--- src/rtl/serial_tx.sv ---
// Serial frame transmitter: start bit, DATA_W data bits LSB-first, optional
// even parity, stop bit. Bit period is CLKS_PER_BIT clocks.
module serial_tx #(
  parameter int unsigned DATA_W       = 8,
  parameter int unsigned CLKS_PER_BIT = 4,
  parameter int unsigned PARITY_EN    = 0
) (
  input  logic              clk,
  input  logic              reset,
  input  logic              in_valid,
  input  logic [DATA_W-1:0] in_data,
  output logic              in_ready,
  output logic              tx,
  output logic              busy,
  output logic              done
);

  localparam int unsigned     DIV_W    = (CLKS_PER_BIT > 1) ? $clog2(CLKS_PER_BIT) : 1;
  localparam int unsigned     CNT_W    = $clog2(DATA_W + 1);
  localparam logic [DIV_W-1:0] DIV_LAST = DIV_W'(CLKS_PER_BIT - 1);
  localparam logic [CNT_W-1:0] BIT_LAST = CNT_W'(DATA_W - 1);

  typedef enum logic [2:0] {
    IDLE,
    START,
    DATA,
    PARITY,
    STOP
  } state_t;

  state_t              state_q, state_d;
  logic [DIV_W-1:0]    div_q, div_d;
  logic [CNT_W-1:0]    bit_q, bit_d;
  logic [DATA_W-1:0]   shift_q, shift_d;
  logic                par_q, par_d;
  logic                tx_q, tx_d;
  logic                busy_q, busy_d;
  logic                done_q, done_d;
  logic                accept;
  logic                bit_end;

  assign in_ready = (state_q == IDLE) && !reset;
  assign accept   = in_valid && in_ready;
  assign bit_end  = (div_q == DIV_LAST);

  always_comb begin
    state_d = state_q;
    div_d   = div_q;
    bit_d   = bit_q;
    shift_d = shift_q;
    par_d   = par_q;
    case (state_q)
      IDLE: begin
        div_d = '0;
        bit_d = '0;
        if (accept) begin
          shift_d = in_data;
          par_d   = ^in_data;
          state_d = START;
        end
      end
      START, PARITY, STOP: begin
        if (bit_end) begin
          div_d = '0;
          case (state_q)
            START:   state_d = DATA;
            PARITY:  state_d = STOP;
            default: state_d = IDLE;
          endcase
        end else begin
          div_d = div_q + DIV_W'(1);
        end
      end
      DATA: begin
        if (bit_end) begin
          div_d   = '0;
          shift_d = shift_q >> 1;
          if (bit_q == BIT_LAST) begin
            bit_d   = '0;
            state_d = (PARITY_EN != 0) ? PARITY : STOP;
          end else begin
            bit_d = bit_q + CNT_W'(1);
          end
        end else begin
          div_d = div_q + DIV_W'(1);
        end
      end
      default: state_d = IDLE;
    endcase
  end

  // Line outputs are registered from the present state, so tx/busy/done
  // trail the FSM by one clock: tx falls the cycle after accept.
  always_comb begin
    tx_d   = 1'b1;
    busy_d = (state_q != IDLE);
    done_d = busy_q && (state_q == IDLE);
    case (state_q)
      START:   tx_d = 1'b0;
      DATA:    tx_d = shift_q[0];
      PARITY:  tx_d = par_q;
      default: tx_d = 1'b1;
    endcase
  end

  always_ff @(posedge clk) begin
    if (reset) begin
      state_q <= IDLE;
      div_q   <= '0;
      bit_q   <= '0;
      shift_q <= '0;
      par_q   <= 1'b0;
      tx_q    <= 1'b1;
      busy_q  <= 1'b0;
      done_q  <= 1'b0;
    end else begin
      state_q <= state_d;
      div_q   <= div_d;
      bit_q   <= bit_d;
      shift_q <= shift_d;
      par_q   <= par_d;
      tx_q    <= tx_d;
      busy_q  <= busy_d;
      done_q  <= done_d;
    end
  end

  assign tx   = tx_q;
  assign busy = busy_q;
  assign done = done_q;

endmodule

--- config.mk ---
export PLATFORM = sky130hd
export DESIGN_NAME = serial_tx
export DESIGN_NICKNAME = d
export VERILOG_FILES = /design/src/rtl/serial_tx.sv
export SDC_FILE = /design/constraint.sdc
export NUM_CORES = 1
export LEC_CHECK = 0
export BUFFER_PORTS_ARGS = -buffer_cell sky130_fd_sc_hd__buf_4
export CELL_PAD_IN_SITES_DETAIL_PLACEMENT = 1
export CELL_PAD_IN_SITES_GLOBAL_PLACEMENT = 1
export CORE_UTILIZATION = 35
export DETAILED_ROUTE_END_ITERATION = 12
export HOLD_SLACK_MARGIN = 0.15
export PLACE_DENSITY = 0.69
export SYNTH_ARGS = -nofsm -noshare
export SYNTH_HDL_FRONTEND = slang
export SYNTH_SLANG_ARGS = --single-unit
--- constraint.sdc ---
create_clock -name clk -period 1.6 [get_ports clk]
set_clock_uncertainty 0.2 [all_clocks]
set_input_delay 0 -clock clk [delete_from_list [all_inputs] [get_ports clk]]
set_output_delay 0 -clock clk [all_outputs]
set_load 0.01 [all_outputs]
# --- Word level (Yosys, flattened, before mapping) ---
# Index checks and enable logic that the tools add are counted.
# Widths: inputs -> output; s select.
op_classes:
  n_addsub: 2
  mul: 0
  n_div: 0
  order_cmp: 0
  eq_ne: 10
  n_shift: 0
  mux: 15
  bitwise: 0
  n_reduce_logical: 15
ops:
  columns: ["operator", "count"]
  rows:
  - ["$mux 8", 2]
  - ["$pmux 8 s2", 1]
  - ["$mux 3", 4]
  - ["$pmux 3 s3", 1]
  - ["$mux 4", 2]
  - ["$ne 2x2->1 const B", 4]
  - ["$pmux 4 s2", 1]
  - ["$reduce_xor 8->1", 1]
  - ["$eq 3x2->1 const B", 2]
  - ["$pmux 3 s2", 1]
  - ["$add 4x1->4 const B", 1]
  - ["$eq 4x3->1 const B", 1]
  - ["$pmux 2 s2", 1]
  - ["$reduce_and 2->1", 2]
  - ["$reduce_and 4->1", 1]
  - ["$reduce_bool 2->1", 2]
  - ["$reduce_or 4->1", 1]
  - ["$eq 3x1->1 const B", 1]
  - ["$eq 3x3->1 const B", 1]
  - ["$logic_and 1x1->1", 3]
  - ["$logic_not 3->1", 1]
  - ["$pmux 1 s3", 1]
  - ["$reduce_and 3->1", 1]
  - ["$reduce_bool 3->1", 1]
  - ["5 further kinds", 5]
totals:
  regBits: 21
  latchBits: 0
  mem_bits_rw: 0
  mem_bits_ro: 0
  input_bits: 11
  output_inout_bits: 4
  word_cells: 50
  mem_count: 0

# --- Logic depth before layout (Yosys ltp) ---
# Gate-level depths: netlist of the first run.
depth:
  ltp_word: 5
  depth_mapped: 7

# --- Least setup slack after synthesis of the first run ---
# OpenSTA, ideal clock, no wires.
synth_timing:
  path_kind: "flip-flop to flip-flop"
  from: "register state_q[2]"
  to: "register par_q"
  setup_ps: 122
  arrival_time_ps: 1339
  t_required_ps: 1278
  slack_ps: -61
  stages_incl_launch_ff: 6
  n_path_buf: 1
  period_less_slack_ps: 1661
  cell_sequence: "dfxtp_1 > clkbuf_1 > nor4_1 > nand2_1 > nand3b_1 > o21ai_0"
synth_via:
  elab_chain_cells: 4
synth_rtl:
  columns: ["element", "line_no", "rtl"]
  rows:
  - ["start: declaration", "31", "state_t state_q, state_d;"]
  - ["start signal: assignment", "117", "state_q <= state_d;"]
  - ["$logic_not 3->1", "42", "assign in_ready = (state_q == IDLE) && !reset;"]
  - ["$logic_and 1x1->1", "42", null]
  - ["via in_ready", "12", "output logic in_ready,"]
  - ["$logic_and 1x1->1", "43", "assign accept = in_valid && in_ready;"]
  - ["$reduce_and 2->1 (no source line)", null, null]
  - ["end signal: assignment", "121", "par_q <= par_d;"]
  - ["end: declaration", "35", "logic par_q, par_d;"]
# The timed path passes the listed nets, and every way through them passes these cells.
# A chain may end at the register's enable or synchronous reset.

# --- Final worst setup path of the first run ---
layout_timing:
  from: "register bit_q[1]"
  to: "register bit_q[0]"
layout_via:
  elab_chain_cells: 4
layout_rtl:
  columns: ["element", "line_no", "rtl"]
  rows:
  - ["start: declaration", "33", "logic [CNT_W-1:0] bit_q, bit_d;"]
  - ["start signal: assignment", "119", "bit_q <= bit_d;"]
  - ["$eq 4x3->1", "78", "if (bit_q == BIT_LAST) begin"]
  - ["$mux 4", "78", null]
  - ["$mux 4", "75", "if (bit_end) begin"]
  - ["$pmux 4 s2", "52", "case (state_q)"]
# No other way between the ends. The select of a mux whose other input is x is not followed.

==> impl_results.md, run 1 <==
* Status: complete, but fails checks
* Failing checks: DRC
* Vias at 982
* RePlAce Congestion at 0.810
* Drt drc at 4
* Core Region at 2830 um2
* CTS Buf Count at 3
* # diodes at 0
* Max rail drop VDD at 0.459 mV
* Syn nets at 134
* Synth Register Bits at 21
* Core Util, Final at 0.521
* Setup TNS Final at 0 ns
* Gr usage total at 0.181
* Least-Margin Pin Slew at 0.262 ns
* TritonCTS clock tree: done
* Clock-pin slew on the worst setup and hold paths at 0.13 ns
* Wire per inst at 14.6 um
* Die Area at 3270 um2
* Pwr/cell area at 704 nW/um2
* CTS Sinks at 21
* Storage element area at 429 um2
* IO Pins at 15
* Crit end category: flop
* Row Count at 19
* CTS H-tree lvls at 1
* Final Cell Area at 1480 um2
* Vias per cell at 5.28
* Largest net degree at the start of global routing at 22
* CP Class: reg -> reg
* Maximum root-to-sink buffer count at 2
* Most frequent cells in the layout: buf_4 (28), nor2_1 (18), dfxtp_1 (16)
* Die width at 57.2 um
* Total grt overflow at 0
* Fillers at 325
* Tcrit/Tclk final at 0.994
* Die Height at 57.2 um
* MaxCap Viol Count at 0
* Rel. slew slack at 0.825
* Clock root buffer: clkbuf_4
* Min Clock Period, post-route at 1.59 ns
* WP data required at 1.66 ns
* Critical Path Fanout Max at 2
* First-pass GRT wire length at 4590 um
* Initial DRC count at 22
* Synth warnings at 0
* Post-Route WL at 2710 um
* Fmax at 0.629 GHz
* Layout Nets at 169
* Initial antenna violation count at 0
* PortBufs at 14
* Proportion of layout cells with a drive suffix above 1 at 0.323
* Unique cell type count in the Yosys netlist at 31
* DP HPWL at 1830 um
* Worst-Skew Late Latency at 0.31 ns
* Worst Hold Class: reg -> reg
* Starting Density at 0.377
* Lkg Pwr at 0.551 nW
* Hold Vio Cnt, Final at 0
* Most common cell after layout, fill and taps aside: buf_4
* Synth-to-Final Area Change at 38.4%
* CP Data Arrival Time at 1.65 ns
* Hold WS at 0.287 ns
* Vias in the first global route at 1046
* Synth Cell Area at 1070 um2
* Sequential share of the synthesized area at 0.394
* Placed cell areas at 1270 um2
* Setup violators final at 0
* Avg Synthesized Cell Area at 8.81 um2
* Multi-input logic area at 647 um2
* Cell count after synthesis at 121
* Post-placement cell count at 171
* Drt pass-1 iters at 8
* Antenna Nets Post-Route at 0
* Finished Layout Cells at 186
* RSZ-0062 raised after global routing: yes
* Crit start category: flop
* Fin. max-slew vios at 0
report_power, final:
group / internal [mW] / switching, mW / total, mW
Clock: 0.0975 / 0.174 / 0.271
Combinational: 0.112 / 0.0916 / 0.203
Sequential: 0.549 / 0.0143 / 0.564
Total: 0.759 / 0.280 / 1.04
registers in the layout, indices dropped and copies added, names as in the netlist:
register	count
bit_q	4
busy	1
par_q	1
done	1
shift_q	8
div_q	2
tx	1
state_q	3
kinds of logic after synthesis:
logic type / share of synthesized area
simple gates: 0.227
fa+ha+maj: 0.0235
buf+inv: 0.0598
xor+xnor: 0.0575
mux: 0.0962
flops: 0.394
compound gates: 0.142
metrics by stage:
step | setup slack, ns | power (mW)
after CTS | 0.00513 | 1.04
final | 0.00901 | 1.04
after global routing | -0.0416 | 1.11
after global placement | 0.0417 | 0.744
after floorplan | 0.0136 | 0.688
after detailed placement | -0.0343 | 0.751
synth_stat cells, drive strengths merged:
cell,instances,area share
nand4,1,0.0059
o21ai,4,0.019
mux2,2,0.021
xnor2,7,0.058
a21oi,8,0.048
mux2i,8,0.075
or3b,2,0.016
nor2,18,0.063
nand4b,1,0.0082
dfxtp,21,0.39
buf,6,0.046
nor2b,1,0.0059
a22oi,2,0.014
a31oi,1,0.0059
nand2b,2,0.012
a211oi,7,0.049
nor4,2,0.012
and2,2,0.012
or3,1,0.0059
or4,1,0.0070
nor3,4,0.019
nand3b,2,0.014
and3b,1,0.0082
nand2,9,0.032
inv,1,0.0035
clkbuf,3,0.011
ha,2,0.023
or2,1,0.0059
o22ai,1,0.0059
worst paths after layout:
kind	startpoint	endpoint	slack [ns]	depth (start not counted)
setup / recovery	bit_q[1]	bit_q[0]	0.009	4
hold / removal	shift_q[7]	shift_q[7]	0.29	2
setup reg to reg	bit_q[1]	bit_q[0]	0.009	4
hold reg to reg	shift_q[7]	shift_q[7]	0.29	2
per-layer routing:
metal / up-vias / track usage / routed length, um
li1: 494 / - / -
met1: 465 / 0.230 / 1290
met2: 18 / 0.318 / 1280
met3: 5 / 0.0204 / 91
met4: 0 / 0.0627 / 42
met5: - / 0 / 0
worst max-delay path: stages (launching register included):
cell     delay, ns
dfxtp_2       0.36
ha_4          0.16
and3b_1       0.17
or4_1         0.51
a21oi_1       0.13
layout make-up:
| cell class | count | share of cell area |
|---|---|---|
| well taps | 31 | 0.0263 |
| inverters | 1 | 0.00254 |
| multi-input cells | 90 | 0.439 |
| repair buffers | 39 | 0.224 |
| clock buffers | 4 | 0.0178 |
| flip-flops and latches | 21 | 0.291 |
timing repair:
item / CTS / global route
gates resized for setup: 7 / 12
endpoints found under the hold margin: 21 / 0
setup endpoints to repair: 7 / 12
hold buffers: 10 / 0
buffers inserted: 0 / 1
pin swaps: 0 / 1
Power figures use the tool's default switching activity.
==> run 2: changes to the inputs <==
--- a/config.mk
+++ b/config.mk
@@ -9,8 +9,10 @@
 export CELL_PAD_IN_SITES_DETAIL_PLACEMENT = 1
 export CELL_PAD_IN_SITES_GLOBAL_PLACEMENT = 1
 export CORE_UTILIZATION = 35
+export CTS_BUF_LIST = sky130_fd_sc_hd__clkbuf_4 sky130_fd_sc_hd__clkbuf_8
 export DETAILED_ROUTE_END_ITERATION = 12
 export HOLD_SLACK_MARGIN = 0.15
+export MAX_ROUTING_LAYER = met4
 export PLACE_DENSITY = 0.69
 export SYNTH_ARGS = -nofsm -noshare
 export SYNTH_HDL_FRONTEND = slang
==> impl_results.md, run 2 (same netlist as run 1, synthesis figures left out) <==
* Clock-pin slew on the worst setup and hold paths at 0.13 ns (about the same)
* WL met3 at 61 um (-33%)
* RSZ-0062 raised after global routing: yes
* Min Clock Period, post-route at 1.60 ns (+0.00486 ns)
* Die Area at 3270 um2 (unchanged)
* Max rail drop VDD at 0.492 mV (+7.2%)
* CP endpoint: bit_q[0]
* Tcrit/Tclk final at 0.997 (+0.00304)
* Maximum root-to-sink buffer count at 2 (unchanged)
* WP data required at 1.65 ns (about the same)
* PortBufs at 14 (unchanged)
* Worst R2R Path Depth at 4 (unchanged)
* Die width at 57.2 um (unchanged)
* Vias per cell at 5.27 (-0.10%)
* Clock root buffer: clkbuf_4
* Worst Hold Class: reg -> reg
* Die Height at 57.2 um (unchanged)
* Lkg Pwr at 0.555 nW (+0.81%)
* CP Class: reg -> reg
* Gr usage total at 0.190 (+0.00954)
* TritonCTS clock tree: done
* Largest register FFs at 8 (unchanged)
* Pwr/cell area at 711 nW/um2 (+1.0%)
* Crit start category: flop
* CTS Sinks at 21 (unchanged)
* Post-Route WL at 2770 um (+2.4%)
* Final Cell Area at 1480 um2 (+0.42%)
* Crit path from: bit_q[1]
* Most common cell after layout, fill and taps aside: buf_4
* Wire per inst at 14.9 um (+2.4%)
* Worst-Skew Late Latency at 0.31 ns (about the same)
* Highest Signal Layer: met4
* Least-Margin Pin Slew at 0.313 ns (+0.0516 ns)
* Failing checks: DRC
* Hold WS at 0.285 ns (-0.00219 ns)
* Proportion of layout cells with a drive suffix above 1 at 0.335 (+0.0129)
* MaxCap Viol Count at 0 (unchanged)
* Fmax at 0.627 GHz (-0.30%)
* Met1 wire length at 1340 um (+4.1%)
* Wire length on met2 at 1340 um (+4.4%)
* Drt pass-1 iters at 8 (unchanged)
* DP HPWL at 1830 um (unchanged)
* RePlAce Congestion at 0.822 (+1.5%)
* CP Data Arrival Time at 1.65 ns (about the same)
* Antenna Nets Post-Route at 0 (unchanged)
* Largest Register: shift_q
* Row Count at 19 (unchanged)
* Crit end category: flop
* Vias at 981 (-0.10%)
* IO Pins at 15 (unchanged)
* Largest net degree at the start of global routing at 22 (unchanged)
* First-pass GRT wire length at 4690 um (+2.3%)
* # diodes at 0 (unchanged)
* Layout Nets at 169 (unchanged)
* R2R Path End: bit_q[0]
* Initial DRC count at 39 (+77%)
* Worst reg2reg path startpoint: bit_q[1]
* Largest regs: shift_q (8), bit_q (4), state_q (3)
* Starting Density at 0.377 (unchanged)
* Initial antenna violation count at 0 (unchanged)
* Total power at 1.05 mW (+1.4%)
* Drt drc at 4 (unchanged)
* Total grt overflow at 0 (unchanged)
* Hold Vio Cnt, Final at 0 (unchanged)
* Placed cell areas at 1270 um2 (unchanged)
* Status: complete, but fails checks
* Synth-to-Final Area Change at 39.0%
* CTS Buf Count at 3 (unchanged)
* Setup violators final at 0 (unchanged)
* Rel. slew slack at 0.789 (-0.0363)
* Most frequent cells in the layout: buf_4 (28), nor2_1 (18), dfxtp_1 (16)
* Critical Path Fanout Max at 2 (unchanged)
* R2R setup slack at 0.004 ns (about the same)
* Core Util, Final at 0.524 (+0.00221)
* Setup TNS Final at 0 ns (unchanged)
* Fin. max-slew vios at 0 (unchanged)
* Vias in the first global route at 1044 (-0.19%)
* CTS H-tree lvls at 1 (unchanged)
* Core Region at 2830 um2 (unchanged)
-- run 2: changes by cell type in the layout (fill, tap and decap cells not counted) --
cell,delta
clkbuf_1,-1
clkbuf_4,+1
nand2_1,-1
nand2_2,+1
-- run 2: how the worst min path moves through the flow --
stage / from / to / slack [ns] / cells after the start
4_1_cts: in_data[7] / shift_q[7] / 0.29 / 4
3_3_place_gp: in_data[7] / shift_q[7] / 0.07 / 3
6_report: shift_q[7] / shift_q[7] / 0.28 / 2
3_5_place_dp: in_data[7] / shift_q[7] / 0.08 / 3
2_1_floorplan: reset / in_ready / -0.16 / 1
5_1_grt: in_data[7] / shift_q[7] / 0.30 / 4
-- run 2: metrics by stage --
stage,setup WS [ns],std cells
after CTS,0.00394,185
after global routing,-0.0419,186
after global placement,0.0417,171
after floorplan,0.0136,121
after detailed placement,-0.0343,171
final,0.00415,186
-- run 2: layout make-up --
| type | instances | area (um2) |
|---|---|---|
| sequential | 21 | 429 |
| inverter | 1 | 3.75 |
| multi-input combinational | 90 | 649 |
| tap | 31 | 38.8 |
| clock buffer | 4 | 30.0 |
| fill | 328 | 1350 |
| timing repair buffer | 39 | 330 |
-- run 2: timing repair --
item / CTS / global route
hold buffers: 10 / 0
endpoints found under the hold margin: 21 / 0
setup endpoints to repair: 8 / 12
buffers inserted: 0 / 1
resized for setup: 7 / 13
pin swaps: 0 / 1
-- run 2: critical path: stages, from the launching register on --
cell and delay (ns):
dfxtp_2 0.36, ha_4 0.16, and3b_1 0.17, or4_1 0.51, a21oi_1 0.13
-- run 2: per-layer routing --
metal / vias to the layer above / track usage
met5: - / -
met4: 0 / 0.0627
met3: 4 / 0.0204
met2: 15 / 0.321
met1: 472 / 0.238
li1: 490 / -
-- run 2: where the power goes --
part / total, mW / internal, mW / switching [mW]
registers: 0.564 / 0.549 / 0.0145
clock network: 0.284 / 0.114 / 0.170
logic: 0.205 / 0.112 / 0.0932
total: 1.05 / 0.775 / 0.278
==> run 3: changes to the inputs <==
--- a/config.mk
+++ b/config.mk
@@ -14,6 +14,7 @@
 export HOLD_SLACK_MARGIN = 0.15
 export MAX_ROUTING_LAYER = met4
 export PLACE_DENSITY = 0.69
+export SETUP_SLACK_MARGIN = 0.4
 export SYNTH_ARGS = -nofsm -noshare
 export SYNTH_HDL_FRONTEND = slang
 export SYNTH_SLANG_ARGS = --single-unit
==> impl_results.md, run 3 (same netlist as run 1, synthesis figures left out) <==
* # diodes at 0 (unchanged)
* DP HPWL at 1720 um (-5.7%)
* Core Util, Final at 0.609 (+0.0854)
* Worst-Skew Late Latency at 0.32 ns (about the same)
* Setup TNS Final at 0 ns (unchanged)
* Max rail drop VDD at 0.571 mV (+16%)
* R2R setup slack at 0.03 ns (+0.03 ns)
* Crit path cell chain: ha_4, nand2_4, or4_4, a21oi_2
* Gr usage total at 0.202 (+0.0120)
* Total grt overflow at 0 (unchanged)
* Most frequent cells in the layout: buf_4 (33), nor2_1 (14), dfxtp_1 (14)
* Lkg Pwr at 0.689 nW (+24%)
* Crit start category: flop
* Largest register FFs at 8 (unchanged)
* Worst reg2reg path startpoint: div_q[0]
* Largest net degree at the start of global routing at 22 (unchanged)
* Critical Path Stages at 4 (unchanged)
* CTS Sinks at 21 (unchanged)
* Setup violators final at 0 (unchanged)
* Vias per cell at 5.33 (+1.0%)
* TritonCTS clock tree: done
* Initial DRC count at 33 (-15%)
* Maximum root-to-sink buffer count at 2 (unchanged)
* Core Region at 2830 um2 (unchanged)
* Antenna Nets Post-Route at 0 (unchanged)
* CTS H-tree lvls at 1 (unchanged)
* Die width at 57.2 um (unchanged)
* WP data required at 1.66 ns (about the same)
* Min Clock Period, post-route at 1.57 ns (-0.0253 ns)
* Slowest cell on the critical path: or4_4
* CP Data Arrival Time at 1.63 ns (-0.02 ns)
* RSZ-0062 raised after global routing: yes
* Least-Margin Pin Slew at 0.280 ns (-0.0332 ns)
* Largest regs: shift_q (8), bit_q (4), state_q (3)
* Crit end category: flop
* Status: complete, but fails checks
* IO Pins at 15 (unchanged)
* Tcrit/Tclk final at 0.982 (-0.0158)
* Failing checks: DRC, hold timing
* Clock root buffer: clkbuf_4
* WHS Path Cells at 2 (unchanged)
* PortBufs at 14 (unchanged)
* Die Area at 3270 um2 (unchanged)
* Vias at 1055 (+7.5%)
* Hold WS at -0.178 ns (-0.462 ns)
* Worst Hold End: bit_q[0]
* Family with the most delay on the worst path: simple AND/OR/NAND/NOR gates
* Pwr/cell area at 638 nW/um2 (-10%)
* Largest Register: shift_q
* Drt drc at 4 (unchanged)
* Most common cell after layout, fill and taps aside: buf_4
* Post-Route WL at 3510 um (+26%)
* Initial antenna violation count at 0 (unchanged)
* Finished Layout Cells at 198 (+6.5%)
* Starting Density at 0.377 (unchanged)
* Worst R2R Path Depth at 4 (unchanged)
* Hold path startpoint: reset
* First-pass GRT wire length at 4910 um (+4.7%)
* Crit path from: div_q[0]
* Fmax at 0.637 GHz (+1.6%)
* Synth-to-Final Area Change at 61.6%
* Post-placement cell count at 167 (-2.3%)
* Rel. slew slack at 0.812 (+0.0226)
* R2R Path End: bit_q[0]
* Critical path buffer and inverter count at 0 (unchanged)
* Row Count at 19 (unchanged)
* Critical Path Max Stage Delay at 0.52 ns (about the same)
* Proportion of layout cells with a drive suffix above 1 at 0.527 (+0.191)
* Critical Path Fanout Max at 5 (+3)
* Fin. max-slew vios at 0 (unchanged)
* Fillers at 315 (-4.0%)
* CTS Buf Count at 3 (unchanged)
* Vias in the first global route at 1026 (-1.7%)
* Worst Hold Class: in -> reg
* MaxCap Viol Count at 0 (unchanged)
* RePlAce Congestion at 0.805 (-2.1%)
* Drt pass-1 iters at 8 (unchanged)
* Layout Nets at 181 (+7.1%)
* Clock-pin slew on the worst setup and hold paths at 0.12 ns (about the same)
* Wire per inst at 17.7 um (+19%)
* Die Height at 57.2 um (unchanged)
* CP Class: reg -> reg
* Hold Vio Cnt, Final at 21 (+21)
==> run 3: changes by cell type in the layout (fill, tap and decap cells not counted), sizes merged <==
cell / delta
buf: +16
dlygate4sd3: -4
==> run 3: cell type report <==
class                   instances  area (um2)  share of cell area
clock buffers                   4        30.0              0.0174
multi-input cells              90         736               0.427
well taps                      31        38.8              0.0225
repair buffers                 51         475               0.276
flip-flops and latches         21         439               0.255
inverters                       1        3.75             0.00218
==> run 3: worst max-delay path by stage <==
stage | slack (ns) | to
global placement | 0.006 | state_q[2]
global route | -0.02 | bit_q[0]
CTS | 0.002 | bit_q[0]
detailed placement | -0.05 | state_q[2]
floorplan | 0.01 | bit_q[0]
finish | 0.03 | bit_q[0]
==> run 3: where the power goes <==
group / switching, mW / total (mW) / leakage (nW) / internal, mW
Combinational: 0.109 / 0.250 / 0.494 / 0.141
Sequential: 0.0182 / 0.565 / 0.176 / 0.546
Clock: 0.171 / 0.285 / 0.0184 / 0.115
==> run 3: routing by layer <==
layer / vias to the layer above / share of wire / global-route usage
met3: 7 / 0.026 / 0.0476
met4: 0 / 0.017 / 0.0418
met5: - / 0 / -
met1: 516 / 0.44 / 0.229
li1: 516 / - / -
met2: 16 / 0.52 / 0.363
==> run 3: repair_timing <==
action,in CTS,in global routing
buffers inserted,8,12
gates cloned,1,0
hold buffers,5,1
endpoints found under the setup margin,21,22
hold endpoints to repair,21,21
pin swaps,17,13
resized for setup,37,19
==> run 3: per-stage QoR <==
step	cell area [um2]	setup slack (ns)	hold WS, ns	total power, mW
finish	1720	0.0294	-0.178	1.10
global route	1720	-0.0202	-0.177	1.16
CTS	1560	0.00210	-0.185	1.07
detailed placement	1260	-0.0495	0.0845	0.750
global placement	1260	0.00605	0.0788	0.743
floorplan	1100	0.0136	-0.165	0.690
